`config.mk`:
```
export PLATFORM = sky130hd
export DESIGN_NAME = step_pulse_gen
export DESIGN_NICKNAME = d
export VERILOG_FILES = /design/src/rtl/step_gen_pkg.sv /design/src/rtl/btn_debounce.sv /design/src/rtl/step_pulse_gen.sv
export SDC_FILE = /design/constraint.sdc
export NUM_CORES = 1
export LEC_CHECK = 0
export ABC_AREA = 0
export CORE_UTILIZATION = 45
export DETAILED_ROUTE_END_ITERATION = 10
export HOLD_SLACK_MARGIN = 0.02
export PLACE_DENSITY_LB_ADDON = 0.3
export SLEW_MARGIN = 15
export SYNTH_ARGS = -nofsm -noshare
export SYNTH_HDL_FRONTEND = slang
export SYNTH_HIERARCHICAL = 1
export SYNTH_SLANG_ARGS = --single-unit
```
`constraint.sdc`:
```
create_clock -name clk -period 1.88 [get_ports clk]
set_input_delay 0.564 -clock clk [delete_from_list [all_inputs] [get_ports clk]]
set_output_delay 0.564 -clock clk [all_outputs]
set_load 0.01 [all_outputs]
```
`src/rtl/step_gen_pkg.sv`:
```
`default_nettype none
// ============================================================================
//  Module   : step_gen_pkg
//  Purpose  : Shared types and constants for the step pulse generator and the
//             2-bit up/down step counter bench (FSM state encoding, direction
//             levels, small elaboration helper).
//  Revision : 1.0  initial release
// ============================================================================
package step_gen_pkg;

    // Pulse sequencer states
    typedef enum logic [1:0] {
        ST_IDLE  = 2'd0,
        ST_SETUP = 2'd1,
        ST_HIGH  = 2'd2,
        ST_LOW   = 2'd3
    } step_state_e;

    // Direction level presented on up_down
    localparam logic DIR_UP   = 1'b0;
    localparam logic DIR_DOWN = 1'b1;

    // Larger of two integers, used to size shared timers
    function automatic int max_int(input int a, input int b);
        return (a > b) ? a : b;
    endfunction

endpackage
`default_nettype wire

```
`src/rtl/btn_debounce.sv`:
```
`default_nettype none
// ============================================================================
//  Module   : btn_debounce
//  Purpose  : One pushbutton input path: 2-FF synchroniser, debounce counter
//             requiring DB_CYCLES consecutive differing samples before the
//             stable level follows, and a registered rising-edge detect.
//  Revision : 1.0  initial release
// ============================================================================
module btn_debounce
    import step_gen_pkg::*;
#(
    parameter int DB_CYCLES = 16
) (
    input  logic clk,
    input  logic reset,      // asynchronous, active-low
    input  logic btn_i,      // raw asynchronous button
    output logic level_o,    // debounced level
    output logic rise_o      // one-clk pulse on debounced rising edge
);

    localparam int CW = $clog2(DB_CYCLES + 1);

    logic          sync1_q;
    logic          sync2_q;
    logic          stable_q;
    logic          stable_d;
    logic          prev_q;
    logic          rise_q;
    logic [CW-1:0] cnt_q;
    logic [CW-1:0] cnt_d;

    // Count clocks of disagreement; accept the new level on the DB_CYCLES-th one
    always_comb begin
        stable_d = stable_q;
        cnt_d    = '0;
        if (sync2_q != stable_q) begin
            if (cnt_q == CW'(DB_CYCLES - 1)) begin
                stable_d = sync2_q;
                cnt_d    = '0;
            end else begin
                cnt_d = cnt_q + CW'(1);
            end
        end
    end

    // Synchroniser, debounce state and edge detect registers
    always_ff @(posedge clk or negedge reset) begin
        if (!reset) begin
            sync1_q  <= 1'b0;
            sync2_q  <= 1'b0;
            stable_q <= 1'b0;
            cnt_q    <= '0;
            prev_q   <= 1'b0;
            rise_q   <= 1'b0;
        end else begin
            sync1_q  <= btn_i;
            sync2_q  <= sync1_q;
            stable_q <= stable_d;
            cnt_q    <= cnt_d;
            prev_q   <= stable_q;
            rise_q   <= stable_q & ~prev_q;
        end
    end

    assign level_o = stable_q;
    assign rise_o  = rise_q;

endmodule
`default_nettype wire

```
`src/rtl/step_pulse_gen.sv`:
```
`default_nettype none
// ============================================================================
//  Module   : step_pulse_gen
//  Purpose  : Converts two raw pushbuttons into clean single step pulses
//             (step_clk) plus a direction level (up_down) for the 2-bit
//             up/down step counter. up_down is loaded one clk before the
//             step_clk rising edge and held while step_clk is high.
//  Options  : AUTO_REPEAT_EN - when defined, holding a single button repeats
//             steps every REPEAT_CYCLES after HOLD_CYCLES. When undefined the
//             hold logic and its two parameters are not present.
//  Revision : 1.0  initial release
// ============================================================================
module step_pulse_gen
    import step_gen_pkg::*;
#(
    parameter int DB_CYCLES     = 16,
    parameter int PULSE_W       = 4,
    parameter int GAP_W         = 4
`ifdef AUTO_REPEAT_EN
    ,
    parameter int HOLD_CYCLES   = 64,
    parameter int REPEAT_CYCLES = 32
`endif
) (
    input  logic clk,
    input  logic reset,      // asynchronous, active-low
    input  logic btn_up,
    input  logic btn_down,
    output logic step_clk,
    output logic up_down,
    output logic busy
);

    localparam int TW = $clog2(max_int(PULSE_W, GAP_W) + 1);

    logic up_lvl;
    logic up_rise;
    logic dn_lvl;
    logic dn_rise;
    logic up_req;
    logic dn_req;
    logic up_go;
    logic dn_go;

    btn_debounce #(.DB_CYCLES(DB_CYCLES)) u_db_up (
        .clk     (clk),
        .reset   (reset),
        .btn_i   (btn_up),
        .level_o (up_lvl),
        .rise_o  (up_rise)
    );

    btn_debounce #(.DB_CYCLES(DB_CYCLES)) u_db_dn (
        .clk     (clk),
        .reset   (reset),
        .btn_i   (btn_down),
        .level_o (dn_lvl),
        .rise_o  (dn_rise)
    );

`ifdef AUTO_REPEAT_EN
    localparam int HW = $clog2(HOLD_CYCLES + 1);
    localparam int RW = $clog2(REPEAT_CYCLES + 1);

    logic [HW-1:0] hold_q;
    logic [RW-1:0] rep_q;
    logic          rep_req_q;
    logic          single;

    // Only a lone pressed button may auto-repeat; both or none restarts the hold
    assign single = up_lvl ^ dn_lvl;

    // Hold timer saturates at HOLD_CYCLES, then the repeat timer paces requests
    always_ff @(posedge clk or negedge reset) begin
        if (!reset) begin
            hold_q    <= '0;
            rep_q     <= '0;
            rep_req_q <= 1'b0;
        end else begin
            rep_req_q <= 1'b0;
            if (!single) begin
                hold_q <= '0;
                rep_q  <= '0;
            end else if (hold_q != HW'(HOLD_CYCLES)) begin
                hold_q <= hold_q + HW'(1);
                rep_q  <= '0;
            end else if (rep_q == RW'(REPEAT_CYCLES - 1)) begin
                rep_q     <= '0;
                rep_req_q <= 1'b1;
            end else begin
                rep_q <= rep_q + RW'(1);
            end
        end
    end

    assign up_req = up_rise | (rep_req_q & up_lvl);
    assign dn_req = dn_rise | (rep_req_q & dn_lvl);
`else
    assign up_req = up_rise;
    assign dn_req = dn_rise;
`endif

    // A request is honoured only if it is alone and the other button is released
    assign up_go = up_req & ~dn_req & ~dn_lvl;
    assign dn_go = dn_req & ~up_req & ~up_lvl;

    step_state_e   state_q;
    logic [TW-1:0] timer_q;
    logic          step_q;
    logic          dir_q;
    logic          busy_q;

    // Pulse sequencer: IDLE -> SETUP (direction settles) -> HIGH -> LOW -> IDLE
    always_ff @(posedge clk or negedge reset) begin
        if (!reset) begin
            state_q <= ST_IDLE;
            timer_q <= '0;
            step_q  <= 1'b0;
            dir_q   <= DIR_UP;
            busy_q  <= 1'b0;
        end else begin
            case (state_q)
                ST_IDLE: begin
                    timer_q <= '0;
                    if (up_go) begin
                        dir_q   <= DIR_UP;
                        busy_q  <= 1'b1;
                        state_q <= ST_SETUP;
                    end else if (dn_go) begin
                        dir_q   <= DIR_DOWN;
                        busy_q  <= 1'b1;
                        state_q <= ST_SETUP;
                    end
                end
                ST_SETUP: begin
                    step_q  <= 1'b1;
                    timer_q <= '0;
                    state_q <= ST_HIGH;
                end
                ST_HIGH: begin
                    if (timer_q == TW'(PULSE_W - 1)) begin
                        step_q  <= 1'b0;
                        timer_q <= '0;
                        state_q <= ST_LOW;
                    end else begin
                        timer_q <= timer_q + TW'(1);
                    end
                end
                ST_LOW: begin
                    if (timer_q == TW'(GAP_W - 1)) begin
                        busy_q  <= 1'b0;
                        timer_q <= '0;
                        state_q <= ST_IDLE;
                    end else begin
                        timer_q <= timer_q + TW'(1);
                    end
                end
                default: begin
                    step_q  <= 1'b0;
                    busy_q  <= 1'b0;
                    timer_q <= '0;
                    state_q <= ST_IDLE;
                end
            endcase
        end
    end

    assign step_clk = step_q;
    assign up_down  = dir_q;
    assign busy     = busy_q;

endmodule
`default_nettype wire

```
==> reports/qor.yml <==
hold_start: "u_db_dn/sync1_q$_DFF_PN0_"
start_kind: "flip-flop"
seq_area_um2: 701
finalCriticalPeriod_ns: 1.79
grt_max_degree: 29
num-nets-final: 118
critical-path-max-stage-delay_ns: 0.53
place_hpwl_um: 1230
synth_seq_cells: 28
nFillCells: 208
fp.dieArea_um2: 2830
yosysMostFrequentCell: "dfrtp_1"
cts_num_sinks: 28
critPathArrivalTime_ns: 1.22
cts.reportedPaths.clkPinSlew_ns: 0.14
max-cap-violations: 0
synth.top_cells.by_count: "dfrtp_1, nor2_1, ha_1"
antenna_found_initial: 0
grt_pass1_wl_um: 2960
slew_headroom_pct: 77.2
finalHoldViolCount: 0
hold-path-cell-count: 0
design_area_um2: 1340
drive_above_1_share_pct: 17.9
avgSynthCellArea_um2: 12.7
setup_viol: 0
ant_nets: 0
grt_setup_unrepaired: "false"
routed_via_density: 5.05
syn_to_final_growth_pct: 13.7
slowest_stage: "clkdlybuf4s50_1"
maxSlewViolCount: 0
crit_fanout: 2
period_share_pct: 95.1
chipHeight_um: 53.2
syn-num-nets: 104
syn_area_um2: 1180
syn_inst: 93
hold_path_class: "flip-flop to flip-flop"
power.density_nw_per_um2: 974
crit_path_end_kind: "output pin"
core_um2: 2480
wl_per_cell_um: 11.8
die_x_um: 53.2
worst_slew_pin_slew_ns: 0.342
synth_edf_count: 0
synthDominantAreaCellType: "dfrtp_1"
path_cells: "clkdlybuf4s50_1"
synthFlopType: "dfrtp_1"
fin_skew_ns: 0.0117
critPathKind: "flip-flop to output pin"
drtIter0Drc: 18
fmax_mhz: 559
path_buf_inv: 1
crit_required_ns: 1.32
synth_top_cell_area_share_pct: 59.3
yosysWarnings: 6
hold_buffers: 0
cts_buffers: 3
root_buffer: "clkbuf_4"
clk_latency_ns: 0.32
diodes: 0
grt_pass1_vias: 716
hold_path_end: "u_db_dn/sync2_q$_DFF_PN0_"
critPathTopFamily: "buffers and inverters"
reg2reg_slack_ns: 0.24
dr.pass1.iters: 4
num_rows: 18
cts_tree: "built"
cts_buffer_depth: 2
utilization_pct: 54.2
port_buffers: 6
finalWorstSetupSlack_ns: 0.0914
overflow: 0
wl_um: 1610
htreeDepth: 1
p_leak_nw: 0.661
total_power_mw: 1.31
dpl_cell_area_um2: 1290
place_ws_ns: 0.257
initial_core_util_pct: 47.7
r2r-end: "state_q[1]$_DFFE_PN0P_"
vdd_ir_drop_max_mv: 0.523
synthArstFlopShare_pct: 100
dr_total_vias: 687
fin_tns_setup_ns: 0
multi_input_area_um2: 458
ys_seq_area_share_pct: 59.3
place_congestion: 0.696
drc: 0
yosys-top-cells-area: "dfrtp_1, ha_1, xor2_1, nor2_1, inv_1"
rr_worst_depth: 5
ios: 7
worstReg2RegStart: "state_q[0]$_DFFE_PN0P_"
worstSetupPathDepth: 1
grt_use_total_pct: 15.1
status: "finished, final reports clean"
synthDistinctLibCells: 27
## sequential cells by signal, indices dropped and copies added (netlist names)
| name | cells |
|---|---|
| u_db_dn/prev_q | 1 |
| u_db_dn/sync1_q | 1 |
| u_db_up/level_o | 1 |
| u_db_dn/cnt_q | 5 |
| u_db_dn/sync2_q | 1 |
| u_db_up/prev_q | 1 |
| busy | 1 |
| up_down | 1 |
| state_q | 2 |
| u_db_up/sync2_q | 1 |
| u_db_dn/rise_o | 1 |
| timer_q | 3 |
| step_clk | 1 |
| u_db_dn/level_o | 1 |
| u_db_up/cnt_q | 5 |
| u_db_up/rise_o | 1 |
| u_db_up/sync1_q | 1 |
## logic make-up after synthesis
| logic type | share of synthesized area [%] |
|---|---|
| AOI/OAI and AO/OA | 6.25 |
| xor gates and xnor gates | 4.45 |
| adders and majority gates | 7.41 |
| buffers and inverters | 1.91 |
| DFF | 59.3 |
| muxes | 2.86 |
| and+or+nand+nor | 17.8 |
## stage by stage
step / cells / hold WS [ns]
after detailed placement: 130 / 0.336
after global placement: 130 / 0.336
final: 136 / 0.370
after floorplan: 93 / 0.268
after CTS: 134 / 0.368
after global routing: 136 / 0.380
## metal layers
layer	track usage [%]	part of all wire, %	up-vias	routed length [um]
li1	-	-	337	-
met1	14.8	45	335	729
met2	28.1	49	10	796
met3	6.03	4.1	5	66
met4	5.26	1.2	0	19
met5	0	0	-	0
## cells in the final DEF, fill, tap and decap left out
cell type,count
nand2b_1,1
nor3b_2,1
clkbuf_8,1
clkdlybuf4s50_1,4
nor3_1,1
o21ai_0,2
and3_2,2
o32ai_2,1
clkbuf_4,3
o21ai_2,2
nand3b_1,1
buf_4,3
inv_1,6
nor3b_1,2
mux2_1,2
nor2_2,2
nor3b_4,1
and2_1,2
mux2_2,1
o211ai_1,1
or4b_1,1
dlymetal6s2s_1,2
a211oi_1,1
xor2_1,6
nor2_1,10
ha_1,7
a21oi_1,3
dfrtp_1,28
nand3_2,2
nand2_1,1
nand3_1,3
nor2b_1,3
## worst max path at each step
stage                                 from                      to  slack [ns]
global route           up_down$_DFFE_PN0P_                 up_down        0.02
global placement    state_q[0]$_DFFE_PN0P_  state_q[1]$_DFFE_PN0P_        0.33
finish                 up_down$_DFFE_PN0P_                 up_down        0.09
detailed placement  state_q[0]$_DFFE_PN0P_  state_q[1]$_DFFE_PN0P_        0.26
floorplan           state_q[0]$_DFFE_PN0P_  state_q[1]$_DFFE_PN0P_        0.38
CTS                   step_clk$_DFFE_PN0P_                step_clk        0.03
## cell type report
type | count | share of cell area, %
well taps | 30 | 2.80
inverters | 6 | 1.68
repair buffers | 9 | 6.52
flip-flops and latches | 28 | 52.2
multi-input cells | 59 | 34.1
clock buffers | 4 | 2.70
## what timing repair did
| action | CTS | global route |
|---|---|---|
| setup endpoints to repair | 0 | 3 |
| resized for setup | 0 | 2 |
| setup buffers | 0 | 2 |
## where the power goes
group	switching, mW	total (mW)	leakage [nW]	internal (mW)
logic	0.172	0.321	0.279	0.149
clock network	0.164	0.283	0.0210	0.118
registers	0.0425	0.704	0.361	0.662
(Power assumes the default switching activity.)
